## config.mk

```make
export PLATFORM = sky130hd
export DESIGN_NAME = conta_sweep_ctrl
export DESIGN_NICKNAME = d
export VERILOG_FILES = /design/src/rtl/conta_sweep_ctrl.sv
export SDC_FILE = /design/constraint.sdc
export NUM_CORES = 1
export LEC_CHECK = 0
export CAP_MARGIN = 20
export CORE_MARGIN = 3
export CORE_UTILIZATION = 55
export DETAILED_ROUTE_END_ITERATION = 8
export GPL_ROUTABILITY_DRIVEN = 0
export GPL_TIMING_DRIVEN = 0
export PLACE_DENSITY = 0.8
export SYNTH_ARGS = -nofsm -noshare
export SYNTH_HDL_FRONTEND = slang
export SYNTH_SLANG_ARGS = --single-unit
```

## constraint.sdc

```tcl
create_clock -name clk -period 3.1 [get_ports clk]
set_input_delay 0.62 -clock clk [delete_from_list [all_inputs] [get_ports clk]]
set_output_delay 0.62 -clock clk [all_outputs]
set_load 0.1 [all_outputs]
```

## src/rtl/conta_sweep_ctrl.sv

```systemverilog
// ============================================================================
// Module   : conta_sweep_ctrl
// Purpose  : Sweep sequencer driving an external up/down counter; keeps a
//            shadow copy of the count and registers every output.
// Revision : 1.0 - initial release
// ============================================================================
`default_nettype none

module conta_sweep_ctrl #(
    parameter int WIDTH = 3,
    parameter int NW    = 4
) (
    input  logic             clk,
    input  logic             reset,
    input  logic             start,
    input  logic             stop,
    input  logic [1:0]       mode,
    input  logic [WIDTH-1:0] lo,
    input  logic [WIDTH-1:0] hi,
    input  logic [NW-1:0]    n_sweeps,
    output logic             cnt_en,
    output logic             cnt_up,
    output logic             cnt_clr,
    output logic [WIDTH-1:0] q,
    output logic             busy,
    output logic             done,
    output logic             err
);

    localparam logic [2:0] c_IDLE   = 3'd0;
    localparam logic [2:0] c_CLR    = 3'd1;
    localparam logic [2:0] c_SEEK   = 3'd2;
    localparam logic [2:0] c_RUN_UP = 3'd3;
    localparam logic [2:0] c_RUN_DN = 3'd4;
    localparam logic [2:0] c_REWIND = 3'd5;
    localparam logic [2:0] c_DONE   = 3'd6;

    localparam logic [1:0] c_M_UP  = 2'b00;
    localparam logic [1:0] c_M_DN  = 2'b01;
    localparam logic [1:0] c_M_TRI = 2'b10;

    logic [2:0]       r_state, w_state_nxt;
    logic [1:0]       r_mode, w_mode_nxt;
    logic [WIDTH-1:0] r_lo, w_lo_nxt, r_hi, w_hi_nxt;
    logic [NW-1:0]    r_rem, w_rem_nxt;
    logic [WIDTH-1:0] r_q, w_q_nxt;
    logic             r_cnt_en, r_cnt_up, r_cnt_clr, r_busy, r_done, r_err;
    logic             w_en_nxt, w_up_nxt, w_clr_nxt, w_busy_nxt, w_done_nxt, w_err_nxt;
    logic             w_busy_now, w_sweep_end;
    logic [WIDTH-1:0] w_seek_tgt, w_rew_tgt;

    assign w_seek_tgt = (r_mode == c_M_DN) ? r_hi : r_lo;
    assign w_rew_tgt  = (r_mode == c_M_UP) ? r_lo : r_hi;
    assign w_busy_now = (r_state == c_CLR) || (r_state == c_SEEK) || (r_state == c_RUN_UP) ||
                        (r_state == c_RUN_DN) || (r_state == c_REWIND);

    // Shadow count follows the command that is on the wires this cycle; an abort freezes it.
    always_comb begin
        w_q_nxt = r_q;
        if (w_busy_now && stop)
            w_q_nxt = r_q;
        else if (r_cnt_clr)
            w_q_nxt = '0;
        else if (r_cnt_en)
            w_q_nxt = r_cnt_up ? r_q + WIDTH'(1) : r_q - WIDTH'(1);
    end

    always_ff @(posedge clk or negedge reset) begin
        if (!reset) begin
            r_state   <= c_IDLE;
            r_mode    <= '0;
            r_lo      <= '0;
            r_hi      <= '0;
            r_rem     <= '0;
            r_q       <= '0;
            r_cnt_en  <= 1'b0;
            r_cnt_up  <= 1'b0;
            r_cnt_clr <= 1'b0;
            r_busy    <= 1'b0;
            r_done    <= 1'b0;
            r_err     <= 1'b0;
        end else begin
            r_state   <= w_state_nxt;
            r_mode    <= w_mode_nxt;
            r_lo      <= w_lo_nxt;
            r_hi      <= w_hi_nxt;
            r_rem     <= w_rem_nxt;
            r_q       <= w_q_nxt;
            r_cnt_en  <= w_en_nxt;
            r_cnt_up  <= w_up_nxt;
            r_cnt_clr <= w_clr_nxt;
            r_busy    <= w_busy_nxt;
            r_done    <= w_done_nxt;
            r_err     <= w_err_nxt;
        end
    end

    always_comb begin
        w_state_nxt = r_state;
        w_mode_nxt  = r_mode;
        w_lo_nxt    = r_lo;
        w_hi_nxt    = r_hi;
        w_rem_nxt   = r_rem;
        w_err_nxt   = 1'b0;
        w_sweep_end = 1'b0;
        case (r_state)
            c_IDLE: begin
                if (start && !stop) begin
                    if ((lo > hi) || (mode == 2'b11) || (n_sweeps == '0)) begin
                        w_err_nxt = 1'b1;
                    end else begin
                        w_mode_nxt  = mode;
                        w_lo_nxt    = lo;
                        w_hi_nxt    = hi;
                        w_rem_nxt   = n_sweeps;
                        w_state_nxt = c_CLR;
                    end
                end
            end
            c_CLR:  w_state_nxt = c_SEEK;
            c_SEEK: begin
                if (r_q == w_seek_tgt)
                    w_state_nxt = (r_mode == c_M_DN) ? c_RUN_DN : c_RUN_UP;
            end
            c_RUN_UP: begin
                if (r_q == r_hi) begin
                    if (r_mode == c_M_TRI)
                        w_state_nxt = c_RUN_DN;
                    else
                        w_sweep_end = 1'b1;
                end
            end
            c_RUN_DN: begin
                if (r_q == r_lo)
                    w_sweep_end = 1'b1;
            end
            c_REWIND: begin
                if (r_q == w_rew_tgt)
                    w_state_nxt = (r_mode == c_M_UP) ? c_RUN_UP : c_RUN_DN;
            end
            c_DONE:  w_state_nxt = c_IDLE;
            default: w_state_nxt = c_IDLE;
        endcase

        if (w_sweep_end) begin
            if (r_rem == NW'(1)) begin
                w_state_nxt = c_DONE;
            end else begin
                w_rem_nxt   = r_rem - NW'(1);
                w_state_nxt = (r_mode == c_M_TRI) ? c_RUN_UP : c_REWIND;
            end
        end

        if (w_busy_now && stop)
            w_state_nxt = c_IDLE;
    end

    // Outputs are decided for the state and count that will hold after this edge.
    always_comb begin
        w_en_nxt   = 1'b0;
        w_up_nxt   = 1'b0;
        w_clr_nxt  = (w_state_nxt == c_CLR);
        w_done_nxt = (w_state_nxt == c_DONE);
        w_busy_nxt = (w_state_nxt == c_CLR) || (w_state_nxt == c_SEEK) ||
                     (w_state_nxt == c_RUN_UP) || (w_state_nxt == c_RUN_DN) ||
                     (w_state_nxt == c_REWIND);
        case (w_state_nxt)
            c_SEEK: begin
                w_en_nxt = (w_q_nxt != w_seek_tgt);
                w_up_nxt = w_en_nxt;
            end
            c_RUN_UP: begin
                w_en_nxt = (w_q_nxt != r_hi);
                w_up_nxt = w_en_nxt;
            end
            c_RUN_DN: begin
                w_en_nxt = (w_q_nxt != r_lo);
                w_up_nxt = 1'b0;
            end
            c_REWIND: begin
                w_en_nxt = (w_q_nxt != w_rew_tgt);
                w_up_nxt = w_en_nxt && (r_mode == c_M_DN);
            end
            default: begin
                w_en_nxt = 1'b0;
                w_up_nxt = 1'b0;
            end
        endcase
    end

    assign cnt_en  = r_cnt_en;
    assign cnt_up  = r_cnt_up;
    assign cnt_clr = r_cnt_clr;
    assign q       = r_q;
    assign busy    = r_busy;
    assign done    = r_done;
    assign err     = r_err;

endmodule

`default_nettype wire

```

==> results by group <==
Status
  • Status: complete, no violations

CTS
  • TritonCTS clock tree: done
  • Clock Pin Slew Worst Setup and Hold Paths: 0.14 ns
  • Max clock buf depth: 2
  • Setup Buffers After CTS: 0
  • CTS H-tree lvls: 1
  • Root Buffer: clkbuf_4
  • Hold_buf cts: 0
  • # clock sinks: 24
  • Post_cts resized: 0
  • Clock Latency Late Sink: 0.31 ns
  • Total CTS buffers: 3

STA
  • Final Cycle Share: 87.90%
  • TNS Setup: 0 ns
  • Final Hold Viols: 0
  • Clk_skew: 0.006568 ns
  • Max Freq: 367.0 MHz
  • Rel. slew slack: 34.90%
  • Setup violators final: 0
  • Max Slew Vio Count: 0
  • Actual slew at the worst max-slew pin: 0.9735 ns
  • Min cycle time layout: 2.725 ns
  • RSZ-0062 raised after global routing: no
  • Final Hold Slack: 0.5035 ns
  • PnR worst setup slack: 0.3752 ns

Logic synthesis
  • Synth area leader: dfrtp_1
  • Post-synth EDFFs: 0
  • Netlist cell types: 59
  • Post-synth ARST share: 100.0%
  • Synth Area per Inst: 9.580 sq um
  • Sequential area share after synthesis: 31.19%
  • Yosys reg bits: 24
  • Synth top area share: 31.19%
  • Synth area leaders: dfrtp_1 (31%), xnor2_1 (4.5%), mux2_2 (4.1%)
  • Post-Syn Nets: 223
  • Post-Synthesis Cells: 201
  • Mapped Area: 1926 sq um
  • Ys Warns: 0
  • Ys flop type: dfrtp_1

Critical path
  • Worst Path Arrival: 2.94 ns
  • Largest stage delay, worst path: 0.54 ns
  • CP bufs+invs: 3
  • Crit path capture type: register
  • Crit-path max FO: 7
  • Critical path type: register to register
  • WP data required: 3.31 ns
  • Startpoint Class: register
  • Crit-path slowest cell: or4_1
  • Cell Chain, Critical Path: buf_2 > inv_1 > fa_1 > a311o_1 > and2_1 > buf_4 > xnor2_1 > or4_1 > mux2i_1 > o22ai_1
  • Kind of cell adding the most delay to the critical path: simple AND/OR/NAND/NOR gates

Drt
  • Via count: 1665
  • Top Metal Used: met4
  • Via density: 6.077
  • DRT iter0 DRCs: 106
  • Met3 wire length: 275 um
  • WL met2: 2127 um
  • DRC viols: 0
  • Final wirelength: 4277 um
  • Number of routed nets with antenna violations: 0
  • Met1 Wirelength: 1815 um
  • 1st-pass router iterations: 4
  • DR WL/cell: 15.61 um

Layout
  • Final core occ: 71.09%
  • Share of cells above drive strength 1: 18.70%
  • Nets: 253
  • Post-Layout Cell Count: 274
  • Design area: 2277 sq um
  • Diode count: 0
  • Area Overhead vs Synth: 18.26%

Power
  • Switch share: 51.92%
  • Lkg Pwr: 0.9347 nW
  • Seq pwr share: 24.5%
  • Clock network fraction of total power: 5.8%
  • Logic pwr share: 69.6%
  • Total power: 2.517 mW
  • PwrDens: 1105 nW/um^2
  • Net Sw Power: 1.307 mW
  • Internal power: 1.210 mW
  • Peak supply drop: 0.4518 mV

Global routing
  • Gr usage total: 21.61%
  • Largest net degree at the start of global routing: 25
  • Vias in the first global route: 1645
  • Global route total overflow: 0
  • Initial antenna violation count: 0
  • Global-route wire length before repair: 7210 um

Placement
  • Placed cell areas: 2223 sq um
  • # placed instances: 269
  • Final HPWL DP: 3327 um
  • Port Buf Inserts: 24
  • DP Worst Slack: 0.09632 ns

Floorplanning
  • Core area: 3203 sq um
  • Effective utilization at floorplan: 60.12%
  • Ports: 25
  • Cell Rows: 20
  • Die ar.: 4247 sq um
  • Die Y-Extent: 65.17 um
  • Die width: 65.17 um

Job
  • Max-Cap Viols: 0

Worst hold path
  • HP Class: register to register
-- layout by cell type, fill, tap and decap left out, drive strengths merged, types with 6 or more instances in the layout --
cell type / Yosys / routed
a211oi: 6 / 6
a21oi: 9 / 9
buf: 9 / 10
clkdlybuf4s50: 0 / 24
dfrtp: 24 / 24
inv: 15 / 15
mux2: 7 / 7
mux2i: 6 / 6
nand2: 11 / 11
nand2b: 7 / 7
nor2: 9 / 9
o21ai: 7 / 7
xnor2: 10 / 10
-- state kept, by name, summed over array words and instances, names as in the netlist --
name / flops
r_rem: 4
q: 3
r_hi: 3
r_lo: 3
r_state: 3
r_mode: 2
busy: 1
cnt_clr: 1
cnt_en: 1
cnt_up: 1
done: 1
err: 1
-- power groups by stage --
stage	logic, mW	registers (mW)	clock network [mW]
after global routing	1.89	0.646	0.169
after detailed placement	1.73	0.622	0
final	1.75	0.618	0.147
after global placement	1.68	0.611	0
after CTS	1.74	0.615	0.150
after floorplan	1.12	0.860	0
-- kinds of logic after synthesis --
logic type	count (synthesis)	synth area share, %
and+or+nand+nor	68	22.09
AOI/OAI and AO/OA	51	21.25
buffers and inverters	25	7.212
DFF	24	31.19
xor gates and xnor gates	14	6.367
muxes	13	7.603
adders and majority gates	6	4.289
-- path summary, 6_finish.rpt --
path	startpoint	endpoint	slack (ns)	cells after the start
min in group asynchronous	reset	cnt_en	0.56	1
hold / removal	r_rem[3]	r_rem[3]	0.50	1
setup / recovery	q[0]	cnt_en	0.38	10
hold reg to reg	r_rem[3]	r_rem[3]	0.50	1
max in group asynchronous	reset	q[1]	2.13	2
setup reg to reg	q[0]	cnt_en	0.38	10
-- routing by layer --
metal  vias to the layer above  GRT usage (%)
li1                        799              -
met1                       791          27.75
met2                        67          38.18
met3                         8          3.077
met4                         0          5.181
met5                         -              0
-- final cells by class --
type / instances / area (sq um)
buffer: 9 / 66.31
clock buffer: 4 / 26.28
fill: 271 / 925.9
inverter: 16 / 72.57
multi-input combinational: 152 / 1186
sequential: 24 / 603.1
tap: 44 / 55.05
timing repair buffer: 25 / 267.8
-- cell usage after synthesis, drive strengths merged, types with 6 or more instances --
library cell	instances
nor2	9
o21ai	7
a211oi	6
mux2	7
nand2	11
inv	15
buf	9
xnor2	10
nand2b	7
dfrtp	24
mux2i	6
a21oi	9
Note: power is estimated with default switching activity, not from simulation.
